===== src/rtl/bitwise_bist.sv =====
// BIST sequencer for the 16-bit AND/OR/XOR units: LFSR operands, capture, compare, error log.
// Optional MISR signature enabled by defining BITWISE_BIST_SIGNATURE_EN.
module bitwise_bist #(
   parameter int unsigned NUM_VECTORS = 256,
   parameter logic [15:0] SEED_A      = 16'hACE1,
   parameter logic [15:0] SEED_B      = 16'h1D0F
) (
   input  logic        clk,
   input  logic        rst,
   input  logic        start,
   output logic [15:0] op_a,
   output logic [15:0] op_b,
   input  logic [15:0] and_in,
   input  logic [15:0] or_in,
   input  logic [15:0] xor_in,
   output logic        busy,
   output logic        done,
   output logic        pass,
   output logic [15:0] err_count,
   output logic [15:0] first_fail_idx,
   output logic        fail_valid,
   output logic [15:0] signature
);

   localparam logic [15:0] SEED_A_EFF = (SEED_A == 16'h0000) ? 16'h0001 : SEED_A;
   localparam logic [15:0] SEED_B_EFF = (SEED_B == 16'h0000) ? 16'h0001 : SEED_B;
   localparam logic [15:0] LAST_IDX   = 16'(NUM_VECTORS - 1);

   typedef enum logic [1:0] {IDLE, RUN, DRAIN, DONE} state_t;

   state_t      state, state_next;
   logic        start_q;
   logic        launch;
   logic [15:0] vec_idx;
   logic        cap_valid;
   logic [15:0] and_cap, or_cap, xor_cap;
   logic [15:0] and_exp, or_exp, xor_exp;
   logic [15:0] cap_idx;
   logic        mismatch;

   function automatic logic [15:0] lfsr_step(input logic [15:0] s);
      return {s[0] ^ s[2] ^ s[3] ^ s[5], s[15:1]};
   endfunction

   // start is registered so a request seen at one edge launches RUN on the next;
   // requests arriving while busy are dropped rather than queued.
   always_ff @(posedge clk or posedge rst) begin
      if (rst) begin
         state   <= IDLE;
         start_q <= 1'b0;
      end else begin
         state   <= state_next;
         start_q <= start && ((state == IDLE) || (state == DONE));
      end
   end

   always_comb begin
      state_next = state;
      launch     = 1'b0;
      busy       = 1'b0;
      done       = 1'b0;
      case (state)
         IDLE: begin
            if (start_q) begin
               state_next = RUN;
               launch     = 1'b1;
            end
         end
         RUN: begin
            busy = 1'b1;
            if (vec_idx == LAST_IDX) state_next = DRAIN;
         end
         DRAIN: begin
            busy       = 1'b1;
            state_next = DONE;
         end
         DONE: begin
            done = 1'b1;
            if (start_q) begin
               state_next = RUN;
               launch     = 1'b1;
            end
         end
         default: state_next = IDLE;
      endcase
   end

   assign pass     = done && (err_count == 16'h0000);
   assign mismatch = (and_cap != and_exp) || (or_cap != or_exp) || (xor_cap != xor_exp);

   // Operands stop advancing on the last vector so they stay visible through DRAIN/DONE.
   always_ff @(posedge clk or posedge rst) begin
      if (rst) begin
         op_a           <= 16'h0000;
         op_b           <= 16'h0000;
         vec_idx        <= 16'h0000;
         cap_valid      <= 1'b0;
         and_cap        <= 16'h0000;
         or_cap         <= 16'h0000;
         xor_cap        <= 16'h0000;
         and_exp        <= 16'h0000;
         or_exp         <= 16'h0000;
         xor_exp        <= 16'h0000;
         cap_idx        <= 16'h0000;
         err_count      <= 16'h0000;
         first_fail_idx <= 16'h0000;
         fail_valid     <= 1'b0;
      end else begin
         cap_valid <= (state == RUN);
         if (state == RUN) begin
            and_cap <= and_in;
            or_cap  <= or_in;
            xor_cap <= xor_in;
            and_exp <= op_a & op_b;
            or_exp  <= op_a | op_b;
            xor_exp <= op_a ^ op_b;
            cap_idx <= vec_idx;
         end
         if (launch) begin
            op_a           <= SEED_A_EFF;
            op_b           <= SEED_B_EFF;
            vec_idx        <= 16'h0000;
            err_count      <= 16'h0000;
            first_fail_idx <= 16'h0000;
            fail_valid     <= 1'b0;
         end else begin
            if ((state == RUN) && (vec_idx != LAST_IDX)) begin
               op_a    <= lfsr_step(op_a);
               op_b    <= lfsr_step(op_b);
               vec_idx <= vec_idx + 16'd1;
            end
            if (cap_valid && mismatch) begin
               if (err_count != 16'hFFFF) err_count <= err_count + 16'd1;
               if (!fail_valid) begin
                  fail_valid     <= 1'b1;
                  first_fail_idx <= cap_idx;
               end
            end
         end
      end
   end

`ifdef BITWISE_BIST_SIGNATURE_EN
   logic [15:0] sig;

   always_ff @(posedge clk or posedge rst) begin
      if (rst) begin
         sig <= 16'h0000;
      end else if (launch) begin
         sig <= 16'h0000;
      end else if (cap_valid) begin
         sig <= {sig[14:0], 1'b0} ^ (sig[15] ? 16'h002D : 16'h0000) ^ and_cap
                ^ {or_cap[7:0], or_cap[15:8]} ^ ~xor_cap;
      end
   end

   assign signature = sig;
`else
   assign signature = 16'h0000;
`endif

endmodule


===== config.mk =====
export PLATFORM = sky130hd
export DESIGN_NAME = bitwise_bist
export DESIGN_NICKNAME = d
export VERILOG_FILES = /design/src/rtl/bitwise_bist.sv
export SDC_FILE = /design/constraint.sdc
export NUM_CORES = 1
export LEC_CHECK = 0
export CAP_MARGIN = 5
export CORE_UTILIZATION = 36
export CTS_CLUSTER_DIAMETER = 50
export DETAILED_ROUTE_END_ITERATION = 8
export DONT_BUFFER_PORTS = 1
export GPL_ROUTABILITY_DRIVEN = 0
export RECOVER_POWER = 25
export SYNTH_ARGS = -nofsm -noshare
export SYNTH_HDL_FRONTEND = slang
export SYNTH_SLANG_ARGS = --single-unit
export TNS_END_PERCENT = 5

===== constraint.sdc =====
create_clock -name clk -period 7.28 [get_ports clk]
set_clock_uncertainty 0.15 [all_clocks]
set_input_delay 1.456 -clock clk [delete_from_list [all_inputs] [get_ports clk]]
set_output_delay 1.456 -clock clk [all_outputs]
set_load 0.01 [all_outputs]

Word level (Yosys, flattened, before mapping). Cells that the tools add are included.

Register bits after elaboration: 197. Input bits: 51. Output and inout bits: 84. Word-level logic and storage cells: 77.

$add $sub $neg: 2. Eq/ne operators: 12. Multiplexer cells: 21. Bitwise operators: 9. Reductions and logical operators: 17.

Operators with widths (number): 2-to-1 mux 16 bit (12); inequality test 16 bit (3); adder 16 x 1 -> 16 bit (second input constant) (2); bitwise AND 16 bit (1); == test 16 x 8 -> 1 bit (second input constant) (1); logical NOT 16 bit (1); inequality test 16 bit (second input constant) (1); inequality test 16 x 8 -> 1 bit (second input constant) (1); bitwise OR 16 bit (1); bitwise XOR 16 bit (1); 2-to-1 mux 1 bit (6); one-hot mux 2 bit (3 select lines) (1); AND reduction 2 bit (3); nonzero test 2 bit (3); bitwise XOR 1 bit (6); == test 2 bit (second input constant) (2); logical AND 1 bit (4); 2-to-1 mux 2 bit (2); inequality test 2 x 1 -> 1 bit (second input constant) (2); OR reduction 2 bit (2); logical OR 1 bit (3); == test 2 x 1 -> 1 bit (second input constant) (1); logical NOT 2 bit (1); inequality test 2 bit (second input constant) (1).

Depth between registers and ports, before layout.
Depth in word-level cells: 6. Depth in mapped cells: 8. Depth with buffers taken out: 7.

Worst setup path before layout. OpenSTA, ideal clock, no wires.

Kind: register -> output. Start point: register err_count[0]. End point: output pass. Arrival: 1.092 ns. Required time: 5.674 ns. Path slack: 4.582 ns. Stages on the path, launching flop included: 5. Buffers on the path: 0. Cell sequence: dfrtp_1 inv_1 ha_1 nor4b_1 and4_1.

Word-level cells in the longest chain between the ends: 2.

RTL lines: from (decl) (line 19) `output logic [15:0] err_count,`; from (signal assigned) (line 133) `if (err_count != 16'hFFFF) err_count <= err_count + 16'd1;`; logical NOT 16 bit (line 88) `assign pass = done && (err_count == 16'h0000);`; logical AND 1 bit (line 88); to (decl) (line 18) `output logic pass,`.

Every way passes these cells.

Worst setup path after layout.
Start point: register state[1]. End point: register vec_idx[14].

Word-level cells in the longest chain between the ends: 4. Elaborated cells between the ends (all ways): 8. Classes of those cells: eq/ne: 2; mux: 2; reduce/logical: 4.

RTL lines: from (decl) (line 31) `state_t state, state_next;`; from (signal assigned) (line 52) `state <= state_next;`; == test 2 bit or logical NOT 2 bit (tied branches) (line 62) `case (state)`; OR reduction 2 bit (no line); 2-to-1 mux 1 bit; 2-to-1 mux 16 bit or nonzero test 2 bit (tied branches); to (signal assigned) (line 130) `vec_idx <= vec_idx + 16'd1;`; to (decl) (line 34) `logic [15:0] vec_idx;`.

Several ways; a longest one is shown, not always the timed one. A chain may end at the register's enable or synchronous reset.

==> run metrics <==
Critical Path Start Type=flip-flop; CP Cell Sequence=inv_1 > ha_1 > o41a_2 > nand4_2 > nor3b_1 > xnor2_1 > nor2_1; Adder-Cell Fraction of Synth Area=5.13%; Clock Tree Buf Depth=2; drt first pass iters=4; largest family of logic cells by synthesized area=multiplexers; pin count of the biggest net entering global routing=122; multiplexer share of the synthesized area=11.7%; ant diodes=0; worst-margin pin slew=1.94 ns; Synth Area in Simple Gates=11.1%; starting density of the core=36.8%; WS Path Type=reg -> reg; Post-synth ARST share=100%; count of cell types in the netlist=48; Synth Area in Compound Gates=7.70%; critical path required time=7.40 ns; most frequent cells in the layout=dfrtp_1, mux2_2, nand2_1, xnor2_1, nor2_1; via/cell ratio=5.02; Clock Latency Late Sink=0.44 ns; Mapped Area=0.00926 sq mm; Max stage delay on crit path=1.45 ns; initial antenna violation count=1; slowest stage cell, crit path=ha_1; final core occ=40.2%; Yosys reg bits=197; FMAX=0.247 GHz; Area growth, synth to finish=9.39%; final-report hold violation count=0; leakage power=4.39 nW; final setup margin=3.23 ns; layout cells sized above 1=20.1%; Mapped Cells=809; CTS Root Buffer Type=clkbuf_16; I/O pins=135; Worst Path Arrival=4.18 ns; vias in the first global route=5725; Post-Synth XOR/XNOR Area=6.43%; HP Class=reg -> reg; Worst slew margin=-29.4%; residual antenna-violating net count after detailed routing=0; total core area=0.0252 sq mm; failing checks=max-capacitance violations, max-slew violations; delay-heaviest family, CP=adder cells; Max Cap Viol=1; # setup viols final=0; first-pass GRT wire length=32.7 mm; routed len/inst=17.7 um; Mapped Avg Cell Area=11.4 sq um; clk slew on worst S/H paths=0.08 ns; H-tree depth=4; yosys warns=0; Die H=162 um; register area share after synthesis=53.2%; unrepaired setup endpoints after global routing=false; clock tree from TritonCTS=done; most common library cell in the layout ignoring fill and taps=dfrtp_1; DRC=0; DP Worst Slack=3.99 ns; Num CTS Buffers=17; routed via count=5707; CP bufs+invs=1; Peak VDD IR=0.000171 V; pwr dens=433 mW/mm^2; Sink Count=197; gr usage total=16.1%; outcome=finished with violations; Design Power=0.00439 W; EDFF count, synth=0; filler cell count in the final layout=2387; Slew Viols, Final=45; Die X-Extent=162 um; starting DRC count in detailed routing=373; fin crit period=4.05 ns; CP max FO=44; main flop type after synthesis=dfrtp_1; CP endpoint kind=flip-flop; total setup buffers inserted after CTS=0; final setup TNS=0 ns; Die Area=0.0264 sq mm; CTS Hold Bufs=0; gr ovfl total=0; PortBufs=0; CTS resizes=0; HPWL after detailed placement=13.7 mm; final wirelength=20.1 mm; fin crit share=55.7%; # rows=58; Final nets=882
[flip-flops by register name (all words and copies together) (netlist names)]
register,cells
and_cap,16
and_exp,16
cap_idx,16
err_count,16
first_fail_idx,16
op_a,16
op_b,16
or_cap,16
or_exp,16
vec_idx,16
xor_cap,16
xor_exp,16
state,2
cap_valid,1
fail_valid,1
start_q,1
[cell families (layout without fill, tap and decap cells)]
kind of cell,Yosys count,count (layout)
fa+ha+maj,38,38
compound gates,104,104
mux,96,96
flops,197,197
other cells,1,16
xor+xnor,68,68
simple gates,206,206
buf+inv,99,81
[metal layers]
metal	vias to the layer above	part of all wire, %	wire [um]	global-route usage (%)
li1	2728	-	-	-
met1	2834	47	9490	22.4
met2	122	46	9140	24.5
met3	21	5.8	1160	4.18
met4	2	1.4	278	4.67
met5	-	0.085	17	0
[where the power goes]
part           total, W  internal, W  switching [W]
Combinational   0.00148     0.000721       0.000764
Sequential      0.00193      0.00149       0.000444
Clock          0.000978     0.000507       0.000471
Total           0.00439      0.00271        0.00168
[metrics by stage]
stage | cells | cell area, sq um | hold WS, ns
floorplan | 824 | 9320 | 0.323
global placement | 1104 | 9530 | 0.342
detailed placement | 1104 | 9530 | 0.348
CTS | 1136 | 10100 | 0.368
global route | 1136 | 10100 | 0.381
finish | 1136 | 10100 | 0.362
[cells in the mapped netlist, types with 3 or more instances]
library cell / n / area share, %
dfrtp_1: 197 / 53
nor2_1: 53 / 2.1
nand4_1: 19 / 1.3
o211ai_1: 16 / 1.3
nor4_2: 3 / 0.41
nand3_1: 12 / 0.65
a21o_1: 4 / 0.32
mux2_2: 96 / 12
xor2_1: 8 / 0.76
xnor2_1: 60 / 5.7
a211oi_1: 5 / 0.41
and2_1: 3 / 0.20
a21oi_1: 41 / 2.2
a31o_2: 16 / 1.5
o21ai_0: 3 / 0.16
buf_2: 6 / 0.32
and4_1: 9 / 0.85
a31oi_1: 7 / 0.47
and3_1: 8 / 0.54
buf_4: 16 / 1.3
inv_1: 44 / 1.8
clkbuf_1: 32 / 1.3
nor3_1: 8 / 0.43
or3_1: 5 / 0.34
ha_1: 38 / 5.1
nand2_1: 73 / 3.0
[final cells by class]
cell class / instances / area (sq um) / share of cell area, %
clock inverter: 14 / 179 / 1.77
timing repair buffer: 5 / 37.5 / 0.370
tap: 330 / 413 / 4.08
inverter: 44 / 173 / 1.70
sequential: 197 / 4930 / 48.7
multi-input combinational: 528 / 3960 / 39.1
clock buffer: 18 / 439 / 4.33
[worst paths after layout]
kind	startpoint	to	slack (ns)	depth (start not counted)
max in group asynchronous	rst	or_cap[15]	4.59	2
min in group asynchronous	rst	and_exp[9]	0.86	1
max reg2reg	state[1]	vec_idx[14]	3.23	7
max	state[1]	vec_idx[14]	3.23	7
min reg2reg	cap_idx[14]	cap_idx[14]	0.36	1
min	cap_idx[14]	cap_idx[14]	0.36	1
Note: power is estimated with default switching activity, not from simulation.
